===== src/rtl/div16u8_pkg.sv =====
// -----------------------------------------------------------------------------
// div16u8_pkg
// Shared types and constants for the sequential unsigned 16/8 divider.
//   state_t    : controller states (IDLE, BUSY, DONE)
//   DIVIDEND_W : dividend width (16)
//   DIVISOR_W  : divisor / quotient / remainder width (8)
//   STEPS      : restoring steps per division (one quotient bit each)
//   CNT_W      : width of the step counter
//   QSAT       : saturated quotient used for divide-by-zero and overflow
// -----------------------------------------------------------------------------
package div16u8_pkg;

   typedef enum logic [1:0] {
      IDLE = 2'd0,
      BUSY = 2'd1,
      DONE = 2'd2
   } state_t;

   localparam int DIVIDEND_W = 16;
   localparam int DIVISOR_W  = 8;
   localparam int STEPS      = 8;
   localparam int CNT_W      = $clog2(STEPS);

   localparam logic [DIVISOR_W-1:0] QSAT = 8'hFF;

endpackage


===== src/rtl/div16u8_step.sv =====
// -----------------------------------------------------------------------------
// div16u8_step
// Combinational single radix-2 restoring division step.
// Ports:
//   r       in  [7:0] current partial remainder (always < divisor)
//   q_msb   in        next dividend bit shifted into the remainder
//   divisor in  [7:0] divisor
//   r_next  out [8:0] partial remainder after this step
//   qbit    out       quotient bit produced by this step
// -----------------------------------------------------------------------------
module div16u8_step
   import div16u8_pkg::*;
(
   input  logic [DIVISOR_W-1:0] r,
   input  logic                 q_msb,
   input  logic [DIVISOR_W-1:0] divisor,
   output logic [DIVISOR_W:0]   r_next,
   output logic                 qbit
);

   logic [DIVISOR_W:0] t;
   logic [DIVISOR_W:0] d_ext;

   // r < divisor on entry, so t <= 2*divisor-1 and 9 bits are enough.
   assign t     = {r, q_msb};
   assign d_ext = {1'b0, divisor};

   always_comb begin
      r_next = t;
      qbit   = 1'b0;
      if (t >= d_ext) begin
         r_next = t - d_ext;
         qbit   = 1'b1;
      end
   end

endmodule


===== src/rtl/div16u8_seq_wrapper.sv =====
// -----------------------------------------------------------------------------
// div16u8_seq_wrapper
// Sequential unsigned 16-by-8 restoring divider, one quotient bit per cycle,
// with valid/ready handshakes on both sides.
// Ports:
//   clk         in        clock, rising edge
//   rst         in        asynchronous active-high reset
//   in_valid    in        operands valid
//   in_ready    out       ready to accept operands (state IDLE)
//   dividend    in  [15:0] unsigned dividend
//   divisor     in  [7:0]  unsigned divisor
//   out_valid   out       result valid, held until out_ready
//   out_ready   in        consumer accepts result
//   quotient    out [7:0] unsigned quotient (FF when saturated)
//   remainder   out [7:0] unsigned remainder
//   overflow    out       quotient would not fit in 8 bits
//   div_by_zero out       divisor was zero
// -----------------------------------------------------------------------------
module div16u8_seq_wrapper
   import div16u8_pkg::*;
(
   input  logic                  clk,
   input  logic                  rst,
   input  logic                  in_valid,
   output logic                  in_ready,
   input  logic [DIVIDEND_W-1:0] dividend,
   input  logic [DIVISOR_W-1:0]  divisor,
   output logic                  out_valid,
   input  logic                  out_ready,
   output logic [DIVISOR_W-1:0]  quotient,
   output logic [DIVISOR_W-1:0]  remainder,
   output logic                  overflow,
   output logic                  div_by_zero
);

   state_t                 state_q;
   logic [DIVISOR_W-1:0]   r_q;
   logic [DIVISOR_W-1:0]   q_q;
   logic [DIVISOR_W-1:0]   divisor_q;
   logic [CNT_W-1:0]       cnt_q;
   logic                   ovf_pend_q;
   logic                   dbz_pend_q;

   logic                   out_valid_q;
   logic [DIVISOR_W-1:0]   quotient_q;
   logic [DIVISOR_W-1:0]   remainder_q;
   logic                   overflow_q;
   logic                   div_by_zero_q;

   logic [DIVISOR_W:0]     step_r_next;
   logic                   step_qbit;
   logic                   step_r_msb_unused;
   logic [DIVISOR_W-1:0]   q_d;

   div16u8_step u_step (
      .r       (r_q),
      .q_msb   (q_q[DIVISOR_W-1]),
      .divisor (divisor_q),
      .r_next  (step_r_next),
      .qbit    (step_qbit)
   );

   // The partial remainder stays below the divisor, so bit 8 of the step
   // result is always zero and only the low byte is kept.
   assign step_r_msb_unused = step_r_next[DIVISOR_W];

   assign q_d = {q_q[DIVISOR_W-2:0], step_qbit};

   always_ff @(posedge clk or posedge rst) begin
      if (rst) begin
         state_q       <= IDLE;
         r_q           <= '0;
         q_q           <= '0;
         divisor_q     <= '0;
         cnt_q         <= '0;
         ovf_pend_q    <= 1'b0;
         dbz_pend_q    <= 1'b0;
         out_valid_q   <= 1'b0;
         quotient_q    <= '0;
         remainder_q   <= '0;
         overflow_q    <= 1'b0;
         div_by_zero_q <= 1'b0;
      end else begin
         case (state_q)
            IDLE: begin
               if (in_valid) begin
                  divisor_q  <= divisor;
                  r_q        <= dividend[DIVIDEND_W-1:DIVISOR_W];
                  q_q        <= dividend[DIVISOR_W-1:0];
                  cnt_q      <= '0;
                  dbz_pend_q <= (divisor == '0);
                  ovf_pend_q <= (divisor != '0) &&
                                (dividend[DIVIDEND_W-1:DIVISOR_W] >= divisor);
                  state_q    <= BUSY;
               end
            end

            BUSY: begin
               // Saturated cases are classified at accept time and published
               // on the first BUSY edge, giving a one-cycle fast path.
               if (dbz_pend_q) begin
                  quotient_q    <= QSAT;
                  remainder_q   <= QSAT;
                  overflow_q    <= 1'b0;
                  div_by_zero_q <= 1'b1;
                  out_valid_q   <= 1'b1;
                  state_q       <= DONE;
               end else if (ovf_pend_q) begin
                  quotient_q    <= QSAT;
                  remainder_q   <= '0;
                  overflow_q    <= 1'b1;
                  div_by_zero_q <= 1'b0;
                  out_valid_q   <= 1'b1;
                  state_q       <= DONE;
               end else begin
                  r_q   <= step_r_next[DIVISOR_W-1:0];
                  q_q   <= q_d;
                  cnt_q <= cnt_q + 1'b1;
                  if (cnt_q == CNT_W'(STEPS - 1)) begin
                     quotient_q    <= q_d;
                     remainder_q   <= step_r_next[DIVISOR_W-1:0];
                     overflow_q    <= 1'b0;
                     div_by_zero_q <= 1'b0;
                     out_valid_q   <= 1'b1;
                     state_q       <= DONE;
                  end
               end
            end

            DONE: begin
               if (out_ready) begin
                  out_valid_q <= 1'b0;
                  state_q     <= IDLE;
               end
            end

            default: begin
               state_q <= IDLE;
            end
         endcase
      end
   end

   assign in_ready    = (state_q == IDLE);
   assign out_valid   = out_valid_q;
   assign quotient    = quotient_q;
   assign remainder   = remainder_q;
   assign overflow    = overflow_q;
   assign div_by_zero = div_by_zero_q;

endmodule


===== config.mk =====
export PLATFORM = sky130hd
export DESIGN_NAME = div16u8_seq_wrapper
export DESIGN_NICKNAME = d
export VERILOG_FILES = /design/src/rtl/div16u8_pkg.sv /design/src/rtl/div16u8_step.sv /design/src/rtl/div16u8_seq_wrapper.sv
export SDC_FILE = /design/constraint.sdc
export NUM_CORES = 1
export LEC_CHECK = 0
export CORE_ASPECT_RATIO = 0.5
export CORE_MARGIN = 5
export CORE_UTILIZATION = 30
export CTS_BUF_LIST = sky130_fd_sc_hd__clkbuf_8
export CTS_CLUSTER_DIAMETER = 100
export DETAILED_ROUTE_END_ITERATION = 6
export DONT_BUFFER_PORTS = 1
export MAX_ROUTING_LAYER = met4
export PLACE_DENSITY = 0.53
export REMOVE_ABC_BUFFERS = 1
export SETUP_SLACK_MARGIN = 0.05
export SLEW_MARGIN = 20
export SYNTH_ARGS = -nofsm -noshare
export SYNTH_HDL_FRONTEND = slang
export SYNTH_SLANG_ARGS = --single-unit

===== constraint.sdc =====
create_clock -name clk -period 2.1 [get_ports clk]
set_input_delay 0.21 -clock clk [delete_from_list [all_inputs] [get_ports clk]]
set_output_delay 0.21 -clock clk [all_outputs]
set_load 0.02 [all_outputs]

; ---- Yosys cells after proc, flatten, opt, wreduce, memory -nomap -nowiden
; Cells that the tools add are included.
[totals]
reg_bits = 50
input_bits = 28
output_inout_bits = 20
word_cells = 72
[op_classes]
n_addsub = 2
n_lt_le_gt_ge = 2
n_eq_ne = 8
n_mux = 36
reduce_logical = 12
[op_table]
columns = op, count
row1 = $mux 8, 13
row2 = $pmux 8 s2, 2
row3 = $mux 1, 10
row4 = $mux 2, 5
row5 = $ge 9x8->1, 1
row6 = $mux 3, 3
row7 = $ge 8x8->1, 1
row8 = $logic_not 8->1, 1
row9 = $ne 2x2->1 const B, 4
row10 = $reduce_bool 8->1, 1
row11 = $sub 8x8->8, 1
row12 = $pmux 2 s3, 1
row13 = $pmux 3 s2, 1
row14 = $reduce_and 3->1, 2
row15 = $ne 4x4->1 const B, 1
row16 = $reduce_and 2->1, 2
row17 = $reduce_and 4->1, 1
row18 = $reduce_bool 2->1, 2
row19 = $add 3x1->3 const B, 1
row20 = $eq 3x3->1 const B, 1
row21 = $reduce_bool 3->1, 1
row22 = $eq 2x1->1 const B, 1
row23 = $eq 2x2->1 const B, 1
row24 = $logic_not 2->1, 1
row25 = other kinds (2), 2

; ---- Depth between registers and ports, before layout
; Gate-level depths: netlist (run 1).
[depth]
word_depth = 5
depth_mapped = 10
mapped_depth_nobuf = 10

; ---- Modules after synthesis
; From an unflattened synthesis (run 1), not the netlist that was laid out.
[hier_totals]
hier_cells = 303
hier_area_um2 = 2960.3
[by_module_without_submodules]
columns = mod, instances, cells_per_inst, area_per_inst_um2, seq_area_each_um2
row1 = div16u8_seq_wrapper, 1, 227, 2413.6, 1251.2
row2 = div16u8_step, 1, 76, 546.8, 0.0

; ---- Worst setup path after synthesis (run 1)
; Ideal clock, no wire load.
[synth_timing]
path_type = register to register
startpoint = reg r_q[0]
endpoint = reg remainder_q[0] (netlist: remainder[0])
setup_time_ns = 0.096
arrival_time_ns = 1.909
required_time_ns = 2.004
path_slack_ns = 0.095
stages_incl_launch_ff = 8
path_buffers = 0
period_less_slack_ns = 2.005
cell_sequence = dfrtp_1 ha_1 nor2b_1 o211ai_1 nand3_1 a31oi_4 mux2_2 o31ai_1
[synth_between]
elab_chain_cells = 5
[synth_lines]
columns = element, line_no
row1 = start: declaration, div16u8_seq_wrapper.sv:37  ; logic [DIVISOR_W-1:0] r_q;
row2 = start signal: assignment, div16u8_seq_wrapper.sv:88  ; r_q <= dividend[DIVIDEND_W-1:DIVISOR_W];
row3 = start signal: assignment, div16u8_seq_wrapper.sv:116  ; r_q <= step_r_next[DIVISOR_W-1:0];
row4 = $ge 9x8->1, div16u8_step.sv:31  ; if (t >= d_ext) begin
row5 = $mux 8, div16u8_step.sv:31
row6 = $mux 8, div16u8_seq_wrapper.sv:119  ; if (cnt_q == CNT_W'(STEPS - 1)) begin
row7 = $mux 8, div16u8_seq_wrapper.sv:108  ; end else if (ovf_pend_q) begin
row8 = $mux 8, div16u8_seq_wrapper.sv:101  ; if (dbz_pend_q) begin
row9 = end signal: assignment, div16u8_seq_wrapper.sv:121  ; remainder_q <= step_r_next[DIVISOR_W-1:0];
row10 = end: declaration, div16u8_seq_wrapper.sv:46  ; logic [DIVISOR_W-1:0] remainder_q;
; Every way passes these cells. The select of a mux whose other input is x is not followed.
; A chain may end at the register's enable or synchronous reset.

; ---- Final worst setup path (run 1)
[layout_timing]
startpoint = reg divisor_q[0]
endpoint = reg remainder_q[7] (netlist: remainder[7])
[layout_between]
elab_chain_cells = 5
elab_cells_between_ends = 6
classes_between = add/sub: 1 / order compare: 1 / mux: 4
[layout_lines]
columns = element, line_no
row1 = start: declaration, div16u8_seq_wrapper.sv:39  ; logic [DIVISOR_W-1:0] divisor_q;
row2 = start signal: assignment, div16u8_seq_wrapper.sv:87  ; divisor_q <= divisor;
row3 = $sub 8x8->8 / $ge 9x8->1 (equally long branches), "div16u8_step.sv:32, div16u8_step.sv:31"
row4 = $mux 8 (*), div16u8_step.sv:31
row5 = $mux 8 (*), div16u8_seq_wrapper.sv:119
row6 = $mux 8 (*), div16u8_seq_wrapper.sv:108
row7 = $mux 8 (*), div16u8_seq_wrapper.sv:101
; Every way passes the cells marked *; elsewhere a longest branch is shown, timed or not. The select of a mux whose other input is x is not followed.

==> parameters.txt, run 1 <==
Parameter                              Value

Synth
  Cells after Synth    298
  Share of async-settable or async-resettable flops after synthesis    100%
  Compound-gate portion of the synthesized area    21.5%
  Post-synthesis average cell area    9.67 sq um
  Yosys cell types    52
  Leading register cell type out of synthesis    dfrtp_1
  Post-synthesis adder-cell area fraction    9.81%
  Main combinational cell family by area after synthesis    compound AO/OA/AOI/OAI gates
  Post-synth EDFFs    0
  Mux share of post-synthesis cell area    5.34%
  Number of flip-flops and latches in the synthesized netlist    50
  Simple-gate share of the synthesized area    13.2%
  Portion of the post-synthesis area used by sequential elements    43.4%
  Warning count from the yosys run    0
  Share of the synthesized netlist area taken by xor and xnor gates    1.22%
  Post-synthesis instance area    0.00288 sq mm

CTS
  Number of clock buffers inserted by TritonCTS    5
  Clk buf depth    2
  CTS tree    done
  Clock slew at reported path FFs    0.10 ns
  Total clock sinks    50
  Clock latency reported for the late side of the worst-skew pair    0.33 ns
  Cell at the root of the clock tree    clkbuf_8
  Maximum level of the CTS H-tree    2

Floorplan
  Placement Rows    25
  Die W    149 microns
  Number of I/O pins    48
  Die H    79.3 microns
  Initial Util    30.6%
  Die Footprint    0.0118 sq mm
  Core box area    0.00942 sq mm

Power and ir drop
  Pwr/cell area    2020 mW/mm^2
  Clock network fraction of total power    9.9%
  Part of the total power dissipated in combinational logic    64.7%
  Sw Ratio    44.3%
  Power Total    7.61 mW
  Seq pwr share    25.4%
  Net switching power figure    3.38 mW
  Internal power of the cells    4.24 mW
  Worst vdd rail ir drop    0.628 mV
  Leakage power summed over all cells    1.67 nW

Critical path
  Delay of the slowest cell on the worst path    0.44 ns
  Worst setup SP type    register
  Arrival @ worst endpoint    2.40 ns
  Critical path buffer and inverter count    3
  Dominant delay contributor by cell family on the critical path    compound AO/OA/AOI/OAI gates
  Cells along the critical path    ha_4 -> buf_4 -> nor2b_4 -> o211ai_1 -> nand3_1 -> a31oi_4 -> buf_12 -> buf_8 -> a2111o_1 -> a311oi_1
  Master of the slowest instance on the critical path    dfrtp_1
  Type of the worst setup path    reg -> reg
  Biggest fanout along the worst timing path    7
  Critical path endpoint category    register
  Worst endpoint required time    2.34 ns

STA
  Final hold violation count    0
  Worst Clk Skew    0.0149 ns
  Setup-violating endpoint count in the final report    2
  Highest Clock Rate    463 MHz
  Share of the clock period used by the worst path after layout    103%
  Unrepaired setup endpoints after global routing    yes
  Number of pins exceeding their max-slew limit in the final report    0
  Headroom to the max-slew limit    65.5%
  Min Clock Period, post-route    2.16 ns
  Crit path setup slack, layout    -0.0620 ns
  Worst slew pin tran    0.516 ns

Finish
  Number of nets in the layout    394
  Proportion of layout cells with a drive suffix above 1    28.7%
  Synthesis-to-finish area growth    30.7%
  Post-route non-filler standard cell count    480
  Antenna Cells    0

Drt
  Residual antenna-violating net count after detailed routing    0
  Number of detailed-route iterations in the first pass    4
  Post-route DRC violation count    0
  Via density    4.93
  Aggregate routed wire length    8140 microns
  Total number of vias    2366
  Routed wire per std cell    17.0 microns
  Iteration-0 DRC count of the detailed router    117

Place
  Number of input and output port buffers inserted    0
  Post-detail-place hpwl    6340 microns
  # placed instances    461
  RePlAce Congestion    0.839

Job
  Max-cap check violation count    0

Global route
  Vias in the first global route    2554
  Largest net degree at the start of global routing    30
  GRT Residual Overflow    0
  Number of antenna violations at the first check in global routing    0
  Global-route wire length before repair    13500 microns
  GR Util All Layers    15.1%

Hold path
  Worst min-delay path category    in -> reg

Status
  Violated checks    setup timing
  Run status    finished, violations left
[worst reg2reg max path, stage by stage, from the launching register on]
cell and delay [ns]:
dfrtp_1 0.44, ha_4 0.18, buf_4 0.13, nor2b_4 0.10
o211ai_1 0.12, nand3_1 0.14, a31oi_4 0.10, buf_12 0.16
buf_8 0.13, a2111o_1 0.34, a311oi_1 0.22
[registers in the layout, indices dropped and copies added, names as in the netlist]
| signal | flops |
|---|---|
| divisor_q | 8 |
| out_valid | 1 |
| div_by_zero | 1 |
| q_q | 8 |
| r_q | 8 |
| remainder | 8 |
| cnt_q | 3 |
| dbz_pend_q | 1 |
| quotient | 8 |
| ovf_pend_q | 1 |
| state_q | 2 |
| overflow | 1 |
[logic make-up (layout without fill, tap and decap cells)]
group                      count (synthesis)  count (layout)
muxes                                     15              15
and+or+nand+nor                           79              79
AOI/OAI and AO/OA                         90              90
xor gates and xnor gates                   4               4
DFF                                       50              50
adders and majority gates                 22              22
buffers and inverters                     38              85
[Yosys cell counts, types with 4 or more instances]
library cell  count  area (sq um)
a21o_1            5          37.5
a211o_1           4          35.0
a211oi_1          4          30.0
ha_1             21           263
mux2i_1          12           120
dfrtp_1          50          1250
clkbuf_1          8          30.0
o31ai_1           5          37.5
o22a_1            8          70.1
inv_1            26          97.6
nor2_1           19          71.3
o21ai_0          25           125
a21oi_1          16          80.1
nor3b_1           6          45.0
nand2_1          30           113
[metrics by stage]
step	util [%]	worst slack [ns]	hold WS (ns)	setup TNS, ns	cell area (sq um)
global route	40.0	-0.127	0.0177	-0.727	3760
detailed placement	35.1	-0.257	0.168	-1.16	3300
floorplan	-	-0.369	0.361	-3.29	2820
finish	40.0	-0.0620	0.0272	-0.0693	3760
CTS	39.0	-0.0459	0.0166	-0.126	3670
global placement	35.1	-0.245	0.154	-0.696	3300
[power groups by stage]
stage	registers [mW]	logic, mW	clock network (mW)
2_1_floorplan	1.84	2.34	0
3_3_place_gp	1.92	3.69	0
3_5_place_dp	1.94	3.73	0
4_1_cts	1.94	4.54	0.777
5_1_grt	1.99	5.41	0.810
6_report	1.93	4.93	0.752
[cell type report]
cell class,count,area (sq um)
inverter,26,97.6
clock inverter,2,38.8
fill,924,5650
tap,135,169
timing repair buffer,51,433
sequential,50,1250
clock buffer,6,82.6
multi-input combinational,210,1690
[path summary, 6_finish.rpt]
path                                               start                        to  slack (ns)  depth (start not counted)
worst max-delay path            divisor_q[0]$_DFFE_PP0P_  remainder[7]$_DFFE_PP0P_       -0.06                         10
worst min-delay path                          divisor[0]  divisor_q[0]$_DFFE_PP0P_        0.03                          1
worst max register to register  divisor_q[0]$_DFFE_PP0P_  remainder[7]$_DFFE_PP0P_       -0.06                         10
worst min register to register      cnt_q[2]$_DFFE_PP0P_      cnt_q[2]$_DFFE_PP0P_        0.49                          2
max in group asynchronous                            rst        q_q[6]$_DFFE_PP0P_        1.19                          3
min in group asynchronous                            rst  remainder[1]$_DFFE_PP0P_        0.37                          2
[cells in the final DEF, fill, tap and decap left out, drive strengths merged, types with 2 or more instances in the layout]
master and count:
o21ai 26, nor2 19, nand2 31, and2 2
and3 3, o2111ai 2, nor2b 3, o31ai 6
o211ai 3, mux2 3, nor3 2, nand4 2
inv 27, a21oi 16, a211o 4, a31oi 4
dfrtp 50, o22a 8, nand3 3, mux2i 12
clkbuf 6, a211oi 5, or3 3, ha 21
o22ai 2, xnor2 3, nor3b 6, buf 50
nand2b 2, a21o 5
[metal layers]
layer	part of all wire [%]	GRT usage (%)	routed length, microns
met3	5.5	3.99	444
met4	1.2	4.15	99
met5	0	-	0
met1	46	18.8	3770
met2	47	24.5	3830
[repair_timing]
item / 4_1_cts / 5_1_grt
pin swaps: 17 / 9
hold buffers: 1 / 0
setup buffers: 8 / 2
setup endpoints to repair: 17 / 17
gates resized for setup: 34 / 17
hold endpoints to repair: 21 / 0
No activity file was read; power rests on OpenSTA's default activity.
==> run 2, diff against run 1 <==
--- a/config.mk
+++ b/config.mk
@@ -14,4 +14,5 @@
 export DONT_BUFFER_PORTS = 1
+export HOLD_SLACK_MARGIN = 0.03
 export MAX_ROUTING_LAYER = met4
-export PLACE_DENSITY = 0.53
+export PLACE_DENSITY_LB_ADDON = 0.12
 export REMOVE_ABC_BUFFERS = 1
==> constraint.sdc (replaced) <==
create_clock -name clk -period 2.1 [get_ports clk]
set_input_delay 0.105 -clock clk [delete_from_list [all_inputs] [get_ports clk]]
set_output_delay 0.105 -clock clk [all_outputs]
set_load 0.02 [all_outputs]
==> run 2 against run 1 <==
  * The flow still finishes with violations (setup timing)
  * Sequential share of layout area shrank 0.73 points
  * Maximum frequency grew 1.4%
  * Critical path depth unchanged
  * Worst hold slack improved by 0.019 ns
  * Setup slack improved by 0.031 ns
  * Largest power group unchanged
  * Register-to-register slack better by 0.03 ns
  * Core utilization increased by 0.90 points
  * Global-route usage decreased by 0.18 points
  * First-iteration DRC count down 26%
  * Total power down 4.0%
  * Final area is 2.3% higher
  * Via count up 1.9%
==> parameters.txt, run 2 (synthesized netlist as in run 1, its figures left out) <==
Parameter                              Value

Status
  Run status    finished, violations left
  Violated checks    setup timing

Global route
  Largest net degree at the start of global routing    35 (+17%)
  GRT Residual Overflow    0 (unchanged)
  Met3 Track Usage GR    3.76% (-0.23 points)
  Met1 Usage GRT    19.7% (+0.86 points)
  Global-route wire length before repair    13400 microns (-1.0%)
  GR Util All Layers    14.9% (-0.18 points)
  Global routing met2 resource utilization    23.5% (-1.0 points)
  Vias in the first global route    2472 (-3.2%)
  Most congested layer reported by global routing    met2
  Number of antenna violations at the first check in global routing    0 (unchanged)

Finish
  Post-route core utilization    40.9% (+0.90 points)
  Most common cell after layout, fill and taps aside    dfrtp_1
  Antenna Cells    0 (unchanged)
  Proportion of layout cells with a drive suffix above 1    27.9% (-0.84 points)
  Number of nets in the layout    408 (+3.6%)
  Most frequent cells in the layout    50 x dfrtp_1, 45 x buf_4, 28 x nand2_1
  Synthesis-to-finish area growth    33.6%

Floorplan
  Placement Rows    25 (unchanged)
  Core box area    0.00942 sq mm (unchanged)
  Die H    79.3 microns (unchanged)
  Initial Util    30.6% (unchanged)
  Number of I/O pins    48 (unchanged)
  Die Footprint    0.0118 sq mm (unchanged)
  Die W    149 microns (unchanged)

STA
  Highest Clock Rate    469 MHz (+1.4%)
  Worst slew pin tran    0.419 ns (-0.0967 ns)
  Final hold violation count    0 (unchanged)
  Worst Clk Skew    0.00912 ns (-0.00580 ns)
  Unrepaired setup endpoints after global routing    yes
  Setup-violating endpoint count in the final report    2 (unchanged)
  Crit path setup slack, layout    -0.0312 ns (+0.0309 ns)
  Number of pins exceeding their max-slew limit in the final report    0 (unchanged)
  Min Clock Period, post-route    2.13 ns (-0.0309 ns)
  Headroom to the max-slew limit    71.3% (+5.8 points)
  Share of the clock period used by the worst path after layout    101% (-1.5 points)

Power and ir drop
  Internal power of the cells    4.01 mW (-5.3%)
  Sw Ratio    45.1% (+0.72 points)
  Seq pwr share    26.6% (+1.2 points)
  Part of the total power dissipated in combinational logic    65.2% (+0.5 points)
  Net switching power figure    3.29 mW (-2.5%)
  Clock network fraction of total power    8.1% (-1.8 points)
  Pwr/cell area    1900 mW/mm^2 (-6.2%)
  Worst vdd rail ir drop    0.463 mV (-26%)
  Leakage power summed over all cells    1.71 nW (+2.2%)

Critical path
  Type of the worst setup path    reg -> reg
  Origin of the worst setup path    q_q[7]$_DFFE_PP0P_
  Critical path endpoint category    register
  Depth of the most critical reg-to-reg path    10 (unchanged)
  Worst setup SP type    register
  Worst endpoint required time    2.30 ns (-0.04 ns)
  Biggest fanout along the worst timing path    2 (-5)
  Arrival @ worst endpoint    2.33 ns (-0.07 ns)
  Launching point of the worst reg2reg path    q_q[7]$_DFFE_PP0P_

Place
  RePlAce Congestion    0.902 (+7.5%)
  Number of input and output port buffers inserted    0 (unchanged)
  Setup WS pre-CTS    -0.220 ns (+0.0370 ns)
  Post-detail-place hpwl    6130 microns (-3.2%)

Drt
  Total number of vias    2410 (+1.9%)
  Post-route DRC violation count    0 (unchanged)
  Routed wire per std cell    17.0 microns (+0.28%)
  Iteration-0 DRC count of the detailed router    86 (-26%)
  Number of detailed-route iterations in the first pass    4 (unchanged)
  Residual antenna-violating net count after detailed routing    0 (unchanged)
  Aggregate routed wire length    8400 microns (+3.2%)
  Via density    4.88 (-1.0%)

CTS
  Cell at the root of the clock tree    clkbuf_8
  Total clock sinks    50 (unchanged)
  Clock latency reported for the late side of the worst-skew pair    0.31 ns (-0.02 ns)
  Clk buf depth    2 (unchanged)
  CTS tree    done
  Number of clock buffers inserted by TritonCTS    5 (unchanged)
  Clock slew at reported path FFs    0.10 ns (about the same)
  Maximum level of the CTS H-tree    2 (unchanged)

Hold path
  Cell depth of the worst min-delay path    2 (+1)
  Critical hold path startpoint    dividend[4]
  Worst min-delay path category    in -> reg

Job
  Max-cap check violation count    0 (unchanged)
run 2: changes by cell type in the layout (fill, tap and decap cells not counted), sizes merged:
cell and change:
dlygate4sd3 +15, buf -1, bufinv -1, clkinv +1
run 2: timing repair:
item,in CTS,in global routing
buffers inserted,6,5
endpoints found under the hold margin,32,0
pin swaps,13,17
resized for setup,29,19
hold buffers,16,0
endpoints found under the setup margin,17,17
run 2: per-stage QoR:
stage | cells | TNS, ns | hold WS (ns) | cell area (sq um) | total power, mW
finish | 494 | -0.0383 | 0.0457 | 3850 | 7.31
global route | 494 | -0.792 | 0.0620 | 3850 | 7.91
CTS | 489 | -0.101 | 0.0322 | 3730 | 6.88
detailed placement | 459 | -0.625 | 0.0134 | 3290 | 5.60
global placement | 459 | -0.347 | -0.00107 | 3290 | 5.52
floorplan | 286 | -3.29 | 0.256 | 2820 | 4.18
run 2: per-layer routing:
metal | vias up | wire length, microns
met5 | - | 0
met4 | 0 | 52
met3 | 4 | 435
met2 | 57 | 3880
met1 | 1165 | 4030
li1 | 1184 | -
run 2: final timing paths:
| path | endpoint | slack, ns |
|---|---|---|
| max | remainder[6]$_DFFE_PP0P_ | -0.03 |
| min | q_q[4]$_DFFE_PP0P_ | 0.05 |
| max reg2reg | remainder[6]$_DFFE_PP0P_ | -0.03 |
| min reg2reg | divisor_q[4]$_DFFE_PP0P_ | 0.49 |
| max in group asynchronous | dbz_pend_q$_DFFE_PP0P_ | 1.34 |
| min in group asynchronous | overflow$_DFFE_PP0P_ | 0.23 |
run 2: power by group through the flow:
stage               clock, mW  combinational [mW]  sequential [mW]
floorplan                   0                2.34             1.84
global placement            0                3.60             1.92
detailed placement          0                3.66             1.94
CTS                     0.628                4.31             1.94
global route            0.663                5.25             2.00
finish                  0.595                4.77             1.95
run 2: layout make-up:
class,instances,area (sq um)
repair buffers,65,552
fillers,930,5570
well taps,135,169
inverters,26,97.6
flip-flops and latches,50,1250
clock buffers,6,82.6
multi-input cells,210,1690
clock inverters,2,8.76
run 2: worst max-delay path, cell delays in order, from the launching register on:
cell and delay [ns]:
dfrtp_1 0.41, inv_2 0.10, ha_4 0.15, inv_2 0.04
fa_2 0.33, and3_4 0.17, o21ai_4 0.14, a211o_1 0.15
o311ai_2 0.11, buf_4 0.16, a211o_1 0.28
==> run 3, diff against run 2 <==
--- a/config.mk
+++ b/config.mk
@@ -7,2 +7,3 @@
 export LEC_CHECK = 0
+export CAP_MARGIN = 20
 export CORE_ASPECT_RATIO = 0.5
==> constraint.sdc (replaced) <==
create_clock -name clk -period 2.1 [get_ports clk]
set_input_delay 0.315 -clock clk [delete_from_list [all_inputs] [get_ports clk]]
set_output_delay 0.315 -clock clk [all_outputs]
set_load 0.02 [all_outputs]
==> run 3 against run 2 <==
  * The run still ends with setup timing left
  * Global-route usage rose by 0.11 points
  * Core utilization down 1.4 points
  * Total power fell by 0.32%
  * Sequential share of layout area is 1.2 points higher
  * Routed wire length shrank 2.0%
  * Non-clock buffer count is 15 lower
  * Die area unchanged
  * Setup slack better by 0.028 ns
  * Sequential power about the same
  * Register-to-register slack better by 0.03 ns
  * Maximum frequency grew 1.3%
  * First-iteration DRC count up 110%
==> parameters.txt, run 3 (synthesized netlist as in run 1, its figures left out) <==
Parameter                              Value

Critical path
  Master of the slowest instance on the critical path    dfrtp_1
  Arrival @ worst endpoint    2.33 ns (about the same)
  Delay of the slowest cell on the worst path    0.39 ns (-0.02 ns)
  Cells along the critical path    inv_1 -> ha_4 -> a21o_1 -> a211oi_2 -> nand2_2 -> a31oi_4 -> mux2_4 -> o211ai_1
  Worst setup SP type    register
  Worst-case register-to-register setup slack    -0.003 ns (+0.03 ns)
  Worst reg2reg path endpoint    r_q[0]$_DFFE_PP0P_
  Critical path endpoint category    register
  Biggest fanout along the worst timing path    4 (+2)
  Depth of the most critical reg-to-reg path    8 (-2)
  Type of the worst setup path    reg -> reg
  Worst endpoint required time    2.33 ns (+0.03 ns)
  Launching point of the worst reg2reg path    divisor_q[6]$_DFFE_PP0P_

Floorplan
  Number of I/O pins    48 (unchanged)
  Die W    149 microns (unchanged)
  Die Footprint    0.0118 sq mm (unchanged)
  Placement Rows    25 (unchanged)
  Die H    79.3 microns (unchanged)
  Initial Util    30.6% (unchanged)
  Core box area    0.00942 sq mm (unchanged)

Finish
  Synthesis-to-finish area growth    28.9%
  Antenna Cells    0 (unchanged)
  Post-route core utilization    39.5% (-1.4 points)
  Proportion of layout cells with a drive suffix above 1    28.5% (+0.63 points)
  Most frequent cells in the layout    50 x dfrtp_1, 43 x buf_4, 29 x nand2_1
  Most common cell after layout, fill and taps aside    dfrtp_1
  Final instance area    0.00371 sq mm (-3.5%)
  Number of nets in the layout    393 (-3.7%)
  Post-route non-filler standard cell count    479 (-3.0%)

Power and ir drop
  Worst vdd rail ir drop    0.462 mV (-0.20%)
  Leakage power summed over all cells    1.65 nW (-3.4%)
  Power Total    7.28 mW (-0.32%)
  Pwr/cell area    1960 mW/mm^2 (+3.3%)

CTS
  Clk buf depth    2 (unchanged)
  Maximum level of the CTS H-tree    2 (unchanged)
  Cell at the root of the clock tree    clkbuf_8
  Clock slew at reported path FFs    0.10 ns (about the same)
  CTS tree    done
  Clock latency reported for the late side of the worst-skew pair    0.32 ns (about the same)
  Total clock sinks    50 (unchanged)
  Number of clock buffers inserted by TritonCTS    5 (unchanged)

Place
  Setup WS pre-CTS    -0.200 ns (+0.0196 ns)
  Post-detail-place hpwl    6280 microns (+2.3%)
  # placed instances    460 (+0.22%)
  Number of input and output port buffers inserted    0 (unchanged)
  Placed standard-cell area    0.00329 sq mm (+0.23%)
  RePlAce Congestion    0.899 (-0.34%)

STA
  Highest Clock Rate    475 MHz (+1.3%)
  Crit path setup slack, layout    -0.00337 ns (+0.0278 ns)
  Share of the clock period used by the worst path after layout    100% (-1.3 points)
  Number of pins exceeding their max-slew limit in the final report    0 (unchanged)
  Final hold violation count    0 (unchanged)
  Setup-violating endpoint count in the final report    1 (-1)
  Min Clock Period, post-route    2.10 ns (-0.0278 ns)
  Worst Clk Skew    0.00829 ns (-0.000834 ns)
  Unrepaired setup endpoints after global routing    yes
  Worst slew pin tran    0.531 ns (+0.112 ns)
  Headroom to the max-slew limit    64.5% (-6.8 points)

Status
  Run status    finished, violations left
  Violated checks    setup timing

Hold path
  Critical hold path startpoint    divisor[0]
  Worst min-delay path category    in -> reg
  Cell depth of the worst min-delay path    1 (-1)
  Worst hold path endpoint    divisor_q[0]$_DFFE_PP0P_

Drt
  Post-route DRC violation count    0 (unchanged)
  Total number of vias    2390 (-0.83%)
  Via density    4.99 (+2.3%)
  Number of detailed-route iterations in the first pass    4 (unchanged)
  Iteration-0 DRC count of the detailed router    179 (+110%)
  Residual antenna-violating net count after detailed routing    0 (unchanged)
  Aggregate routed wire length    8240 microns (-2.0%)
  Routed wire per std cell    17.2 microns (+1.1%)

Global route
  Largest net degree at the start of global routing    29 (-17%)
  Number of antenna violations at the first check in global routing    0 (unchanged)
  Vias in the first global route    2550 (+3.2%)
  GR Util All Layers    15.0% (+0.11 points)
  Global-route wire length before repair    13300 microns (-0.21%)
  GRT Residual Overflow    0 (unchanged)

Job
  Max-cap check violation count    0 (unchanged)
[run 3: per-layer routing]
| layer | share of wire, % | GRT usage [%] | vias up | wire length [microns] |
|---|---|---|---|---|
| li1 | - | - | 1159 | - |
| met1 | 47 | 19.4 | 1167 | 3890 |
| met2 | 45 | 23.3 | 55 | 3700 |
| met3 | 6.4 | 4.28 | 9 | 528 |
| met4 | 1.5 | 4.24 | 0 | 120 |
| met5 | 0 | - | - | 0 |
[run 3: critical path: cells and delay by family (launching register included)]
| family | cells | cell delay [ns] |
|---|---|---|
| and+or+nand+nor | 1 | 0.11 |
| AOI/OAI and AO/OA | 4 | 0.86 |
| DFF | 1 | 0.39 |
| adders and majority gates | 1 | 0.21 |
| muxes | 1 | 0.34 |
| buffers and inverters | 1 | 0.10 |
[run 3: stage by stage]
step           hold WS (ns)  setup TNS [ns]
2_1_floorplan         0.443           -3.29
3_3_place_gp          0.270          -0.370
3_5_place_dp          0.282          -0.478
4_1_cts               0.131         -0.0239
5_1_grt               0.132          -0.657
6_report              0.138        -0.00337
[run 3: worst max-delay path by stage]
stage	startpoint	to	slack (ns)	depth (start not counted)
CTS	q_q[7]$_DFFE_PP0P_	r_q[6]$_DFFE_PP0P_	-0.02	10
finish	divisor_q[6]$_DFFE_PP0P_	r_q[0]$_DFFE_PP0P_	-0.003	8
global placement	q_q[7]$_DFFE_PP0P_	r_q[6]$_DFFE_PP0P_	-0.23	10
global route	divisor_q[1]$_DFFE_PP0P_	r_q[0]$_DFFE_PP0P_	-0.11	8
floorplan	state_q[1]$_DFFE_PP0P_	r_q[7]$_DFFE_PP0P_	-0.37	7
detailed placement	q_q[7]$_DFFE_PP0P_	r_q[6]$_DFFE_PP0P_	-0.20	10
[run 3: final cells by class]
type | instances | area (sq um)
timing repair buffer | 50 | 409
clock inverter | 3 | 41.3
fill | 953 | 5700
inverter | 26 | 97.6
tap | 135 | 169
clock buffer | 5 | 68.8
sequential | 50 | 1250
multi-input combinational | 210 | 1680
[run 3: power by group]
group | switching [mW] | internal, mW | total (mW)
combinational | 2.34 | 2.29 | 4.63
sequential | 0.531 | 1.40 | 1.93
clock | 0.370 | 0.352 | 0.722
total | 3.24 | 4.04 | 7.28
[run 3: repair_timing]
item                                    CTS  global route
buffers inserted                          6             4
gates resized for setup                  32            16
hold endpoints to repair                 22             0
endpoints found under the setup margin   16            18
hold buffers                              1             0
pin swaps                                16            20
